File: src/rtl/nn_weight_loader.sv
// Framed byte-stream loader for the relu_nn weights and biases.
// Shadow words are committed atomically only after the XOR checksum matches.
module nn_weight_loader #(
    parameter int         WIDTH  = 16,
    parameter logic [7:0] HEADER = 8'hA5
) (
    input  logic             clk,
    input  logic             rst,
    input  logic [7:0]       in_data,
    input  logic             in_valid,
    output logic             in_ready,
    input  logic             abort,
    output logic [WIDTH-1:0] h1_w1,
    output logic [WIDTH-1:0] h1_w2,
    output logic [WIDTH-1:0] h1_bias,
    output logic [WIDTH-1:0] h2_w1,
    output logic [WIDTH-1:0] h2_w2,
    output logic [WIDTH-1:0] h2_bias,
    output logic [WIDTH-1:0] out_w1,
    output logic [WIDTH-1:0] out_w2,
    output logic [WIDTH-1:0] out_bias,
    output logic             weights_valid,
    output logic             load_done,
    output logic             load_err,
    output logic [7:0]       err_count
);

    localparam int BPW    = WIDTH / 8;
    localparam int NWORDS = 9;
    localparam int NBYTES = NWORDS * BPW;
    localparam int CW     = $clog2(NBYTES + 1);

    localparam logic [CW-1:0] LAST = CW'(NBYTES - 1);

    localparam logic [1:0] S_IDLE    = 2'd0;
    localparam logic [1:0] S_PAYLOAD = 2'd1;
    localparam logic [1:0] S_CHECK   = 2'd2;
    localparam logic [1:0] S_COMMIT  = 2'd3;

    logic [1:0]       state_q, state_d;
    logic [CW-1:0]    cnt_q, cnt_d;
    logic [7:0]       xor_q, xor_d;
    logic             match_q, match_d;
    logic [WIDTH-1:0] shadow_q [NWORDS];
    logic [WIDTH-1:0] shadow_d [NWORDS];
    logic [WIDTH-1:0] w_q [NWORDS];
    logic [WIDTH-1:0] w_d [NWORDS];
    logic             valid_q, valid_d;
    logic             done_q, done_d;
    logic             err_q, err_d;
    logic [7:0]       errcnt_q, errcnt_d;

    logic          take;
    logic [CW-1:0] widx;

    assign in_ready = (state_q != S_COMMIT);
    assign take     = in_valid && in_ready;
    assign widx     = cnt_q / CW'(BPW);

    always_comb begin
        state_d  = state_q;
        cnt_d    = cnt_q;
        xor_d    = xor_q;
        match_d  = match_q;
        shadow_d = shadow_q;
        w_d      = w_q;
        valid_d  = valid_q;
        done_d   = 1'b0;
        err_d    = 1'b0;
        errcnt_d = errcnt_q;
        // abort outranks both byte acceptance and the commit itself
        if (abort) begin
            state_d = S_IDLE;
            cnt_d   = '0;
            xor_d   = '0;
        end else begin
            unique case (state_q)
                S_IDLE: begin
                    if (take && in_data == HEADER) begin
                        state_d = S_PAYLOAD;
                        cnt_d   = '0;
                        xor_d   = '0;
                    end
                end
                S_PAYLOAD: begin
                    if (take) begin
                        for (int i = 0; i < NWORDS; i++) begin
                            if (widx == CW'(i)) begin
                                shadow_d[i] = WIDTH'({shadow_q[i], in_data});
                            end
                        end
                        xor_d = xor_q ^ in_data;
                        cnt_d = cnt_q + CW'(1);
                        if (cnt_q == LAST) begin
                            state_d = S_CHECK;
                        end
                    end
                end
                S_CHECK: begin
                    if (take) begin
                        match_d = (in_data == xor_q);
                        state_d = S_COMMIT;
                    end
                end
                S_COMMIT: begin
                    state_d = S_IDLE;
                    if (match_q) begin
                        w_d     = shadow_q;
                        valid_d = 1'b1;
                        done_d  = 1'b1;
                    end else begin
                        err_d = 1'b1;
                        if (errcnt_q != 8'hFF) begin
                            errcnt_d = errcnt_q + 8'd1;
                        end
                    end
                end
                default: state_d = S_IDLE;
            endcase
        end
    end

    always_ff @(posedge clk or negedge rst) begin
        if (!rst) begin
            state_q  <= S_IDLE;
            cnt_q    <= '0;
            xor_q    <= '0;
            match_q  <= 1'b0;
            valid_q  <= 1'b0;
            done_q   <= 1'b0;
            err_q    <= 1'b0;
            errcnt_q <= '0;
            for (int i = 0; i < NWORDS; i++) begin
                shadow_q[i] <= '0;
                w_q[i]      <= '0;
            end
        end else begin
            state_q  <= state_d;
            cnt_q    <= cnt_d;
            xor_q    <= xor_d;
            match_q  <= match_d;
            valid_q  <= valid_d;
            done_q   <= done_d;
            err_q    <= err_d;
            errcnt_q <= errcnt_d;
            for (int i = 0; i < NWORDS; i++) begin
                shadow_q[i] <= shadow_d[i];
                w_q[i]      <= w_d[i];
            end
        end
    end

    assign h1_w1         = w_q[0];
    assign h1_w2         = w_q[1];
    assign h1_bias       = w_q[2];
    assign h2_w1         = w_q[3];
    assign h2_w2         = w_q[4];
    assign h2_bias       = w_q[5];
    assign out_w1        = w_q[6];
    assign out_w2        = w_q[7];
    assign out_bias      = w_q[8];
    assign weights_valid = valid_q;
    assign load_done     = done_q;
    assign load_err      = err_q;
    assign err_count     = errcnt_q;

endmodule
File: config.mk
export PLATFORM = sky130hd
export DESIGN_NAME = nn_weight_loader
export DESIGN_NICKNAME = d
export VERILOG_FILES = /design/src/rtl/nn_weight_loader.sv
export SDC_FILE = /design/constraint.sdc
export NUM_CORES = 1
export LEC_CHECK = 0
export CAP_MARGIN = 30
export CORE_UTILIZATION = 25
export DETAILED_ROUTE_END_ITERATION = 10
export SLEW_MARGIN = 25
export SYNTH_ARGS = -nofsm -noshare
export SYNTH_HDL_FRONTEND = slang
export SYNTH_SLANG_ARGS = --single-unit
export TNS_END_PERCENT = 30
File: constraint.sdc
create_clock -name clk -period 4.7 [get_ports clk]
set_clock_uncertainty 0.2 [all_clocks]
set_input_delay 0.47 -clock clk [delete_from_list [all_inputs] [get_ports clk]]
set_output_delay 0.47 -clock clk [all_outputs]
set_load 0.02 [all_outputs]
After elaboration in Yosys (flattened, before gate mapping)
Index checks and enable logic that the tools add are counted.
Storage, ports and cells
  input bits: 12
  bits in registers: 315
  logic and storage cells: 90
  output and inout bits: 156
Cells by class
  equality and inequality tests: 20
  mux-type cells: 20
  $add $sub $neg: 2
  bitwise logic cells: 3
  reductions and logical operators: 19
Operator list (count)
  4-bit AND reduction: 11
  8-bit two-way mux: 3
  4-bit by 3-bit equality test with 1-bit output (second input constant): 4
  8-bit one-hot mux with 2 select lines: 1
  5-bit two-way mux: 3
  3-bit inequality test (second input constant): 4
  2-bit two-way mux: 5
  5-bit one-hot mux with 2 select lines: 1
  3-bit AND reduction: 3
  8-bit by 1-bit adder with 8-bit output (second input constant): 1
  4-bit by 2-bit equality test with 1-bit output (second input constant): 2
  8-bit equality test: 1
  8-bit equality test (second input constant): 1
  8-bit inequality test (second input constant): 1
  2-bit one-hot mux with 4 select lines: 1
  8-bit bitwise XOR: 1
  1-bit two-way mux: 6
  5-bit by 1-bit adder with 5-bit output (second input constant): 1
  5-bit equality test (second input constant): 1
  5-bit zero test: 1
  2-bit equality test (second input constant): 2
  4-bit by 1-bit equality test with 1-bit output (second input constant): 1
  4-bit equality test (second input constant): 1
  3-bit nonzero test: 1
  5 further kinds: 7

Longest topological paths before layout
  word-level depth: 6
  mapped depth: 9
  mapped depth without buffers: 6

Least setup slack after synthesis
OpenSTA, ideal clock, no wires.
  path kind: register -> register
  start: reg state_q[0]
  end: reg shadow_q[64] (netlist bit)
  required time: 4.375 ns
  slack: 2.426 ns
  cell stages (with the launch flop): 7
  path buffers: 2
  library setup time: 0.125 ns
  arrival time: 1.948 ns
  period minus slack after synthesis: 2.274 ns
  cells stage by stage: dfrtp_1 -> ha_1 -> nand4bb_4 -> or4_4 -> buf_6 -> buf_8 -> mux2_4
Between the ends
  word-level cells in the longest chain between the ends: 3
  elaborated cells on any way between the ends: 4
  those cells by class: eq/ne: 2; reduce/logical: 2
Ends and longest elaborated chain
  start: declaration: RTL line 40  | logic [1:0] state_q, state_d;
  start signal: assignment: RTL line 138  | state_q <= state_d;
  2-bit inequality test: RTL line 56  | assign in_ready = (state_q != S_COMMIT);
  1-bit logical AND: RTL line 57  | assign take = in_valid && in_ready;
  4-bit AND reduction (no line) (*)
  end signal: indexed assignment: RTL line 147  | shadow_q[i] <= shadow_d[i];
  end: declaration: RTL line 44  | logic [WIDTH-1:0] shadow_q [NWORDS];
Mark *: on every way between the ends. The rest lies on a longest branch, timed or not.
A chain may end at the register's enable or synchronous reset.

Final worst setup path
  start: reg state_q[1]
  end: reg shadow_q[89] (netlist bit)
Same word-level chain as after synthesis.

==> results.yml <==
run_status:
  status: "finished clean"
logic_synthesis:
  synth_unique_cells: 48
  syn-cell-area_sq_mm: 0.01238
  synthDominantCellAreaShare: 0.6367
  synth_commonest_cells: "nand2_1, dfrtp_1, mux2_2, clkbuf_1, nor2b_1"
  ys_ff_latch: 315
  syn-mean-instance-area_sq_um: 11.47
  netlist_instances: 1079
  cell_taking_the_most_area_after_synthesis: "dfrtp_1"
  yosysSeqAreaShare: 0.6367
  synth-edff-count: 0
  async_flop_share: 1.000
  synth-main-ff-cell: "dfrtp_1"
  synth.yosys.warnings: 0
  synth_top_cells_by_area: "dfrtp_1, nand2_1, mux2_2"
  yosysMostFrequentCell: "nand2_1"
  syn_nets: 1098
timing:
  max_slew.worst_pin.slew_ps: 819.1
  max_slew_margin: 0.4528
  rsz0062_at_grt: "false"
  setup_slack_ps: 1832
  clock.fmax_mhz: 348.6
  setup_violations: 0
  setup_total_negative_slack_ps: 0
  report.final.hold_viol_count: 0
  final.period_utilization: 0.6103
  max_slew_violations: 0
  period_needed_ps: 2868
finish:
  nNetsFinal: 1262
  sequential_cell_area_sq_mm: 0.007883
  final.fill_count: 5009
  multi_input_area_sq_mm: 0.004220
  layout_cells_sized_above_1: 0.1776
  area_growth_syn_to_layout_pct: 29.60
power:
  combPwrFrac: 0.023
  static_leakage_nw: 8.070
  power_switching_share: 0.2106
  power-per-cell-area_mw_per_mm2: 359.1
  ir_drop_v: 0.0001947
  sequential_fraction_of_design_power: 0.475
  power_switching_mw: 1.213
  power_frac_clock: 0.502
  p_int_mw: 4.548
cts:
  ctsLongestPathBuffers: 3
  clkSlewWorstSetupHoldPaths_ps: 60
  cts_resized: 0
  tritoncts: "yes"
  setup_bufs_post_cts: 0
  root_buffer: "clkbuf_16"
  h-tree-depth: 2
  tritoncts.num_buffers: 37
  numClockSinks: 315
  worst_skew_pair.late_latency_ps: 540
  cts-hold-fix-buffers: 1
setup_path:
  r2r.worst_path.cells: 6
  cp_data_arrival_time_ps: 3080
  critical_path.startpoint: "state_q[1]"
  worst-setup-path-type: "register to register"
  critPathMaxFanout: 16
  crit_path_end_kind: "register"
  crit-reg2reg-launch: "state_q[1]"
  start_kind: "register"
  worst_r2r_setup_slack_ps: 1830
  crit-reg2reg-capture: "shadow_q[89]"
  worstPathRequired_ps: 4910
global_route:
  grt_pass1_wl_mm: 47.79
  vias_in_the_first_global_route: 8380
  gr-usage-all-layers: 0.1228
  gr-total-overflow: 0
  pin_count_of_the_biggest_net_entering_global_routing: 146
  initial_antenna_violation_count: 3
place:
  buffer_ports.inserted: 167
  placement.setup.worst_slack_ps: 1426
  detailed_place_hpwl_mm: 18.46
  routabilityCongestion: 0.7285
route:
  wirelength_mm: 30.27
  num_vias: 8097
  wire_per_inst_microns: 15.67
  drt_iter0_drc: 382
  post_drt_via_cell_ratio: 4.191
  drtPass1Iterations: 5
  drt_drc_violations_left: 0
  drt.antenna.violating_nets: 0
die:
  initial_utilization: 0.2534
  floorplan.io_pins: 168
  floorplan.die.width_microns: 224.5
  die-height_microns: 224.5
  rows: 81
  design.die.area_sq_mm: 0.05041
  floorplan.core_area_sq_mm: 0.04885
hold_path:
  hold_path.class: "input pin to async pin"
run:
  drv.max_cap_violation_count: 0
## flip-flops by register name, indices dropped and copies added (netlist names)
| name | flops |
|---|---|
| h2_bias | 16 |
| xor_q | 8 |
| state_q | 2 |
| out_w1 | 16 |
| h1_bias | 16 |
| h1_w1 | 16 |
| cnt_q | 5 |
| h2_w2 | 16 |
| load_err | 1 |
| weights_valid | 1 |
| shadow_q | 144 |
| out_w2 | 16 |
| load_done | 1 |
| err_count | 8 |
| match_q | 1 |
| h2_w1 | 16 |
| h1_w2 | 16 |
| out_bias | 16 |
## cell families (layout without fill, tap and decap cells)
kind of cell,count (synthesis),count (layout),synth area share
muxes,149,149,0.1384
AOI/OAI and AO/OA,23,23,0.01526
and+or+nand+nor,508,508,0.1710
DFF,315,315,0.6367
other,0,1,0
adders and majority gates,7,7,0.007075
buffers and inverters,64,252,0.02234
xor gates and xnor gates,13,13,0.009198
## critical path, stage by stage (launching register included)
cell and delay [ps]:
dfrtp_1 410, inv_1 90, ha_1 390, nand4bb_4 290, nor3_2 240, nand3_1 610
mux2_2 510
## stage by stage
| stage | hold slack [ps] | util | total power [mW] | area, sq um | cells |
|---|---|---|---|---|---|
| after floorplan | -25.59 | - | 2.814 | 12380 | 1079 |
| after global placement | 242.5 | 0.3025 | 2.919 | 14780 | 1866 |
| after detailed placement | 249.8 | 0.3025 | 2.922 | 14780 | 1866 |
| after CTS | 264.9 | 0.3278 | 5.878 | 16010 | 1930 |
| after global routing | 251.9 | 0.3284 | 6.000 | 16040 | 1931 |
| final | 257.3 | 0.3284 | 5.761 | 16040 | 1932 |
## layout by cell type, fill, tap and decap left out, drive strengths merged, types with 2 or more instances in the layout
master         instances
nand2                444
dfrtp                315
clkdlybuf4s50        166
mux2                 147
clkbuf                52
buf                   16
nor2b                 14
xnor2                 12
nor2                   9
nand2b                 8
a221o                  7
ha                     7
inv                    7
nor4b                  5
and3                   4
nand3                  4
nand4                  4
bufinv                 4
clkinv                 4
nor3b                  3
nand3b                 2
and4bb                 2
a21boi                 2
a211oi                 2
nor3                   2
mux2i                  2
a21oi                  2
a22o                   2
clkinvlp               2
or4                    2
## per-layer routing
metal	track usage	part of all wire
met1	0.1619	0.46
met2	0.1981	0.47
met3	0.02861	0.046
met4	0.04016	0.024
met5	0	0
## worst max-delay path by stage
stage,end,depth (start not counted)
after global routing,shadow_q[83],6
after detailed placement,shadow_q[94],5
after CTS,shadow_q[87],6
final,shadow_q[89],6
after floorplan,shadow_q[64],6
after global placement,shadow_q[93],5
## layout make-up
type	count	share of cell area
Tap cell	664	0.05178
Timing Repair Buffer	183	0.1157
Inverter	6	0.001560
Sequential cell	315	0.4913
Multi-Input combinational cell	700	0.2630
Clock inverter	11	0.01068
Clock buffer	52	0.06574
Antenna cell	1	0.0001560
## power groups by stage
stage / Combinational, mW / Clock, mW / Sequential [mW]
2_1_floorplan: 0.0309 / 0 / 2.78
3_3_place_gp: 0.135 / 0 / 2.78
3_5_place_dp: 0.137 / 0 / 2.78
4_1_cts: 0.138 / 3.00 / 2.74
5_1_grt: 0.150 / 3.11 / 2.74
6_report: 0.131 / 2.89 / 2.74
Power figures use the tool's default switching activity.
